[src/rtl/jtframe_ioctl_pack.sv]
// jtframe_ioctl_pack: turns the ioctl download byte stream into held, masked
// 16-bit SDRAM write requests, with an optional header skip and a PROM side port.
module jtframe_ioctl_pack #(
  parameter int          HEADER     = 0,
  parameter logic [24:0] PROM_START = 25'h1FFFFFF,
  parameter int          PROMW      = 10,
  parameter bit          SWAB       = 1'b0
) (
  input  logic             clk_i,
  input  logic             rst_i,
  input  logic             downloading_i,
  input  logic [24:0]      ioctl_addr_i,
  input  logic [7:0]       ioctl_dout_i,
  input  logic             ioctl_wr_i,
  output logic [21:0]      prog_addr_o,
  output logic [15:0]      prog_data_o,
  output logic [1:0]       prog_mask_o,
  output logic             prog_we_o,
  input  logic             prog_rdy_i,
  output logic             prom_we_o,
  output logic [PROMW-1:0] prom_addr_o,
  output logic [7:0]       prom_data_o,
  output logic             dwnld_busy_o,
  output logic             overflow_o
);

  localparam logic [24:0] HEADER_W = 25'(HEADER);

  typedef enum logic [1:0] {IDLE, REQ, GAP} state_t;

  // FIFO entry: {eff[22:0], byte}. eff[24:23] never reach prog_addr (the word
  // address wraps modulo 2^22), so they are dropped at push time.
  localparam int ENTRY_W = 31;

  logic [ENTRY_W-1:0] fifo_mem [4];
  logic [1:0]         wr_ptr_q, rd_ptr_q;
  logic [2:0]         count_q;
  logic               overflow_q;
  logic               dl_q;
  state_t             state_q;

  logic [21:0]        prog_addr_q;
  logic [15:0]        prog_data_q;
  logic [1:0]         prog_mask_q;
  logic               prog_we_q;
  logic               prom_we_q;
  logic [PROMW-1:0]   prom_addr_q;
  logic [7:0]         prom_data_q;

  logic               hdr_ok, prom_range;
  logic               byte_valid, prom_hit, push_req;
  logic               dl_rise, full, pop, push_ok, drop;
  logic [1:0]         wr_idx;
  logic [ENTRY_W-1:0] fifo_din, head;
  logic [22:0]        head_eff;
  logic [7:0]         head_byte;
  logic [2:0]         count_d;

  // A zero threshold would make the comparison constant, so it is elided.
  generate
    if (HEADER == 0) begin : g_no_header
      assign hdr_ok = 1'b1;
    end else begin : g_header
      assign hdr_ok = (ioctl_addr_i >= HEADER_W);
    end
    if (PROM_START == 25'd0) begin : g_prom_all
      assign prom_range = 1'b1;
    end else begin : g_prom_cmp
      assign prom_range = (ioctl_addr_i >= PROM_START);
    end
  endgenerate

  // Byte qualification, FIFO handshake and downloading edge detect.
  always_comb begin
    byte_valid = ioctl_wr_i & downloading_i & hdr_ok;
    prom_hit   = byte_valid & prom_range;
    push_req   = byte_valid & ~prom_range;
    dl_rise    = downloading_i & ~dl_q;
    full       = (count_q == 3'd4);
    // A flush discards the queue, so nothing is popped in that cycle.
    pop        = (state_q == IDLE) & (count_q != 3'd0) & ~dl_rise;
    push_ok    = push_req & (dl_rise | ~full | pop);
    drop       = push_req & ~dl_rise & full & ~pop;
    wr_idx     = dl_rise ? 2'd0 : wr_ptr_q;
    fifo_din   = {23'(ioctl_addr_i - HEADER_W), ioctl_dout_i};
    head       = fifo_mem[rd_ptr_q];
    head_eff   = head[ENTRY_W-1:8];
    head_byte  = head[7:0];
    count_d    = count_q + 3'(push_ok) - 3'(pop);
  end

  // FIFO storage: plain array, no reset needed since pointers gate validity.
  always_ff @(posedge clk_i) begin
    if (push_ok) fifo_mem[wr_idx] <= fifo_din;
  end

  // FIFO pointers, occupancy and the sticky overflow flag.
  always_ff @(posedge clk_i) begin
    if (rst_i) begin
      wr_ptr_q   <= 2'd0;
      rd_ptr_q   <= 2'd0;
      count_q    <= 3'd0;
      overflow_q <= 1'b0;
      dl_q       <= 1'b0;
    end else begin
      dl_q <= downloading_i;
      if (dl_rise) begin
        // New download: start from an empty queue, keeping a same-cycle byte.
        wr_ptr_q   <= push_ok ? 2'd1 : 2'd0;
        rd_ptr_q   <= 2'd0;
        count_q    <= push_ok ? 3'd1 : 3'd0;
        overflow_q <= 1'b0;
      end else begin
        if (push_ok) wr_ptr_q <= wr_ptr_q + 2'd1;
        if (pop)     rd_ptr_q <= rd_ptr_q + 2'd1;
        count_q <= count_d;
        if (drop) overflow_q <= 1'b1;
      end
    end
  end

  // PROM side port: one-cycle strobe with registered address and data.
  always_ff @(posedge clk_i) begin
    if (rst_i) begin
      prom_we_q   <= 1'b0;
      prom_addr_q <= '0;
      prom_data_q <= 8'd0;
    end else begin
      prom_we_q <= prom_hit;
      if (prom_hit) begin
        prom_addr_q <= PROMW'(ioctl_addr_i - PROM_START);
        prom_data_q <= ioctl_dout_i;
      end
    end
  end

  // Request FSM: load on IDLE->REQ, hold until acknowledged, then force a gap.
  always_ff @(posedge clk_i) begin
    if (rst_i) begin
      state_q     <= IDLE;
      prog_addr_q <= 22'd0;
      prog_data_q <= 16'd0;
      prog_mask_q <= 2'b11;
      prog_we_q   <= 1'b0;
    end else begin
      case (state_q)
        IDLE: begin
          if (pop) begin
            prog_addr_q <= head_eff[22:1];
            prog_data_q <= {head_byte, head_byte};
            prog_mask_q <= (head_eff[0] ^ SWAB) ? 2'b01 : 2'b10;
            prog_we_q   <= 1'b1;
            state_q     <= REQ;
          end
        end
        REQ: begin
          if (prog_rdy_i) begin
            prog_we_q <= 1'b0;
            state_q   <= GAP;
          end
        end
        GAP: begin
          state_q <= IDLE;
        end
        default: begin
          prog_we_q <= 1'b0;
          state_q   <= IDLE;
        end
      endcase
    end
  end

  assign prog_addr_o  = prog_addr_q;
  assign prog_data_o  = prog_data_q;
  assign prog_mask_o  = prog_mask_q;
  assign prog_we_o    = prog_we_q;
  assign prom_we_o    = prom_we_q;
  assign prom_addr_o  = prom_addr_q;
  assign prom_data_o  = prom_data_q;
  assign overflow_o   = overflow_q;
  assign dwnld_busy_o = downloading_i | (count_q != 3'd0) | prog_we_q;

endmodule
[config.mk]
export PLATFORM = sky130hd
export DESIGN_NAME = jtframe_ioctl_pack
export DESIGN_NICKNAME = d
export VERILOG_FILES = /design/src/rtl/jtframe_ioctl_pack.sv
export SDC_FILE = /design/constraint.sdc
export NUM_CORES = 1
export LEC_CHECK = 0
export ABC_AREA = 1
export BUFFER_PORTS_ARGS = -buffer_cell sky130_fd_sc_hd__buf_2
export CAP_MARGIN = 15
export CORE_MARGIN = 2
export CORE_UTILIZATION = 45
export DETAILED_ROUTE_END_ITERATION = 12
export HOLD_SLACK_MARGIN = 0.12
export PLACE_DENSITY = 0.71
export SYNTH_ARGS = -nofsm -noshare
export SYNTH_HDL_FRONTEND = slang
export SYNTH_SLANG_ARGS = --single-unit
[constraint.sdc]
create_clock -name clk_i -period 5.75 [get_ports clk_i]
set_input_delay 1.725 -clock clk_i [delete_from_list [all_inputs] [get_ports clk_i]]
set_output_delay 1.725 -clock clk_i [all_outputs]
set_load 0.03 [all_outputs]
; ---- Word-level counts from Yosys, hierarchy flattened
; Memories as Yosys holds them, arrays and structs flattened. A register that Yosys moved wholly into a read port is not among the register bits.
; Index checks and enable logic that the tools add are counted.
[word_totals]
output_inout_bits = 62
input_bits = 38
word_cells = 69
memories = 1
register_bits = 71
mem_bits_rw = 124
[classes]
eq_ne = 5
bitwise_logic = 20
n_mux = 17
magnitude_cmp = 1
n_reduce_logical = 7
add_sub_neg = 5
[memory_table]
columns = memory, depth, word_bits, read_ports, rd_ports_with_merged_regs, write_ports, line_no
row1 = fifo_mem, 4, 31, 1, 1, 1, 35  ; logic [ENTRY_W-1:0] fifo_mem [4];
[ops]
columns = op, count
row1 = ">= comparator 25 bit, second input constant", 1
row2 = two-way mux 2 bit, 8
row3 = bitwise AND 1 bit, 10
row4 = "subtractor 10 bit, second input constant", 1
row5 = two-way mux 1 bit, 6
row6 = NOT 1 bit, 6
row7 = "adder 2 x 1 -> 2 bit, second input constant", 2
row8 = "inequality test 2 bit, second input constant", 2
row9 = bitwise OR 1 bit, 4
row10 = one-hot mux 2 bit (2 select lines), 1
row11 = AND reduction 2 bit, 2
row12 = adder 3 x 1 -> 3 bit, 1
row13 = "equality test 3 bit, second input constant", 1
row14 = two-way mux 3 bit, 1
row15 = one-hot mux 1 bit (3 select lines), 1
row16 = AND reduction 3 bit, 1
row17 = nonzero test 3 bit, 1
row18 = subtractor 3 x 1 -> 3 bit, 1
row19 = "equality test 2 x 1 -> 1 bit, second input constant", 1
row20 = "equality test 2 bit, second input constant", 1
row21 = logical NOT 2 bit, 1
row22 = nonzero test 2 bit, 1
row23 = OR reduction 2 bit, 1

; ---- Logic depth before layout (Yosys ltp)
[depth]
ltp_word = 9
ltp_mapped = 13
mapped_depth_nobuf = 13

; ---- Worst setup path before layout
; Ideal clock, no wire load.
[synth_path]
path_kind = in2reg
start = in ioctl_addr_i[0]
end = mem fifo_mem[0][0], enable pin
n_path_buf = 0
t_arrival_ns = 4.500
cell_stages = 6
slack_ns = 0.792
setup_ns = 0.458
cell_sequence = ha_1 > nand2_1 > a21boi_2 > nand3_1 > nand3_2 > nor3_1
[synth_between]
elab_chain_len = 6
[synth_rtl]
columns = item, line_no
row1 = from (decl), 12  ; input logic [24:0] ioctl_addr_i,
row2 = >= comparator 25 bit, 69  ; assign prom_range = (ioctl_addr_i >= PROM_START);
row3 = NOT 1 bit, 77  ; push_req = byte_valid & ~prom_range;
row4 = bitwise AND 1 bit, 77
row5 = bitwise AND 1 bit, 82  ; push_ok = push_req & (dl_rise | ~full | pop);
row6 = two-way mux 1 bit, 94  ; if (push_ok) fifo_mem[wr_idx] <= fifo_din;
row7 = two-way mux 1 bit (not written as such), 94
row8 = to (decl), 35
; Every way passes these cells.

; ---- Worst setup path in the final report
[layout_path]
start = in downloading_i
end = out dwnld_busy_o
[layout_between]
elab_chain_len = 2
[layout_rtl]
columns = item, line_no
row1 = from (decl), 11  ; input logic downloading_i,
row2 = bitwise OR 1 bit (2 in a row), 181  ; assign dwnld_busy_o = downloading_i | (count_q != 3'd0) | prog_we_q;
row3 = to (decl), 23  ; output logic dwnld_busy_o,
; Every way passes these cells.

==> results.toml <==
[final_layout]
drive_gt1_share_pct = 20.55
fin_area_um2 = 8404
syn2layout_area_growth_pct = 17.12
finalNetCount = 759
fin_util_pct = 53.49
num-fill-cells = 1321

[global_routing]
grt_overflow = 0
grt_max_degree = 64
antenna_found_initial = 2
grt_pass1_vias = 4782
grt_first_pass_wirelength_um = 24230
grt_util_all_layers_pct = 18.98

[die]
ios = 100
chipHeight_um = 130.3
die_x_um = 130.3
die_area_um2 = 16970
initial_core_util_pct = 45.67
rows = 46
core_um2 = 15710

[power]
vdd_drop_max_mv = 0.2629
power.density_nw_per_um2 = 395.2
p_leak_nw = 3.164

[timing]
post-route-min-period_ns = 3.939
hold_viol_final = 0
setup_viol = 0
min_period_over_period_pct = 68.51
rsz0062_at_grt = "false"
finClkSkew_ns = 0.004810
fin_setup_tns_ns = 0
worst_pin_slew_ns = 1.100
layout_setup_ws_ns = 1.811
slew_violations = 0
fmaxAchievable_ghz = 0.2539
slew_headroom_pct = 26.54

[critical_path]
crit_chain = "buf_2 -> inv_2 -> nand4_1 -> buf_2"
worstPathArrival_ns = 2.21
rr_worst_depth = 12
slowest_delay_ns = 0.19
r2r_slack_ns = 3.21
crit_start = "downloading_i"
r2r-end = "count_q[2]"
crit_required_ns = 4.03
cp_common_cell = "buf_2"
path_class = "in2out"
start_kind = "input port"
cpMaxStageDelayCell = "buf_2"
critPathCapture = "dwnld_busy_o"
critPathMaxFanout = 3
worstReg2RegStart = "count_q[1]"
crit_path_end_kind = "primary output"

[place]
hpwl_um = 9299
place_ws_ns = 1.618
portBuffers = 99
globalplace.congestion = 0.7753
placed_cell_area_um2 = 7780

[detailed_routing]
dr.max_layer_used = "met4"
wl_per_cell_um = 16.56
drt_iter0_drc = 424
vias = 4920
ant_nets = 0
met1Wirelength_um = 6602
finalWirelength_um = 15700
met3_length_um = 928
vias_per_cell = 5.190
drcViolationCount = 0
wl_met2_um = 7920
dr.pass1.iters = 5

[yosys]
ys_warn_count = 0
synth_cell_types = 30
synth.net_count = 677
synthCells = 635
netlist_area_um2 = 7176
synth_seq_area_share_pct = 70.03
syn_area_per_cell_um2 = 11.30
ys_ff_latch = 189

[clocking]
clock_sinks = 189
cts.repair.resized = 0
cts.path.max_buffers = 2
cts_tree = "done"
insertion_delay_ns = 0.41
h-tree-depth = 4
cts_root_buf = "clkbuf_16"
postCtsSetupBuffers = 0
clk_pin_slew_worst_paths_ns = 0.06
cts_buffers = 17
holdBufCountCts = 0

[worst_hold_path]
hold_class = "reg2reg"
worstHoldStart = "state_q[1]"

[status]
outcome = "finished, final reports clean"

[run]
drv_cap = 0
==> cell families (layout without fill, tap and decap cells) <==
group | Yosys count | in the layout | synth area share, %
other cells | 0 | 2 | 0
xor+xnor | 5 | 5 | 0.6104
fa+ha+maj | 4 | 4 | 0.8022
flops | 189 | 189 | 70.03
simple gates | 249 | 249 | 13.95
compound gates | 119 | 119 | 10.11
buf+inv | 69 | 164 | 4.499
==> report_power, final <==
part	switching, mW	leakage, nW	total (mW)	internal [mW]
clock	0.453	0.286	1.10	0.651
combinational	0.438	1.22	0.620	0.182
sequential	0.0585	1.66	1.60	1.54
total	0.950	3.16	3.32	2.37
==> placed cells by master (no fill, tap or decap), types with 2 or more instances in the layout <==
master / n
inv_2: 5
xor2_1: 3
nand2_1: 58
clkinv_2: 5
diode_2: 2
ha_1: 3
clkbuf_1: 5
clkbuf_16: 20
a21oi_1: 22
inv_1: 22
clkbuf_8: 2
edfxtp_1: 124
nor2_4: 4
nand3_2: 2
nor2_1: 171
buf_2: 99
o32ai_1: 31
dfxtp_2: 2
nand3_1: 3
o21ai_0: 62
buf_4: 4
xnor2_1: 2
dfxtp_1: 63
nand4_1: 6
==> Yosys cell counts (all sizes together) <==
master,instances,area share (%)
a21boi,1,0.16
nand3b,1,0.10
nand3,5,0.49
inv,27,1.4
nor4,1,0.087
nand2,58,3.0
nand4,7,0.82
ha,3,0.52
fa,1,0.28
a221oi,1,0.12
edfxtp,124,52
o21ai,64,4.5
dfxtp,65,18
nor3,1,0.070
clkbuf,18,0.94
xor2,3,0.37
xnor2,2,0.24
o32ai,31,3.8
nor2,175,9.3
or2,1,0.087
buf,24,2.1
a21oi,22,1.5
==> per-layer routing <==
metal  track usage, %  vias to the layer above
met5                0                        -
met4            7.084                        0
met3            4.633                       21
met2            31.66                      158
met1            24.16                     2377
li1                 -                     2364
==> flip-flops by register name, summed over array words and instances (netlist names), 3 cells and up, named ones only <==
| signal | cells |
|---|---|
| prog_data_o | 8 |
| count_q | 3 |
| prom_addr_o | 10 |
| prom_data_o | 8 |
| fifo_mem | 124 |
| prog_addr_o | 22 |
==> metrics by stage <==
stage | hold slack [ns] | instances | power, mW
2_1_floorplan | 0.3970 | 635 | 2.068
3_3_place_gp | 0.4038 | 912 | 2.219
5_1_grt | 0.4483 | 947 | 3.477
6_report | 0.4166 | 948 | 3.322
4_1_cts | 0.4202 | 944 | 3.331
3_5_place_dp | 0.4112 | 912 | 2.239
==> worst min path at each step <==
stage                            end  slack (ns)  depth (start not counted)
final                     state_q[1]        0.42                          1
after global routing      state_q[1]        0.45                          1
after CTS                 state_q[1]        0.42                          1
after detailed placement  state_q[1]        0.41                          1
after global placement    state_q[1]        0.40                          1
after floorplan           state_q[1]        0.40                          1
==> critical path, delay by kind of cell <==
kind / cells / cell delay, ns
buf+inv: 3 / 0.38
simple gates: 1 / 0.10
==> area by class of cell <==
| cell class | instances | area, µm² | share of cell area, % |
|---|---|---|---|
| antenna | 2 | 5.005 | 0.05955 |
| inverter | 27 | 101.3 | 1.206 |
| multi-input combinational | 377 | 1856 | 22.08 |
| clock inverter | 5 | 25.02 | 0.2978 |
| sequential | 189 | 5027 | 59.82 |
| tap | 216 | 270.3 | 3.216 |
| clock buffer | 27 | 546.8 | 6.506 |
| timing repair buffer | 105 | 573.1 | 6.819 |
No activity file was read; power rests on OpenSTA's default activity.
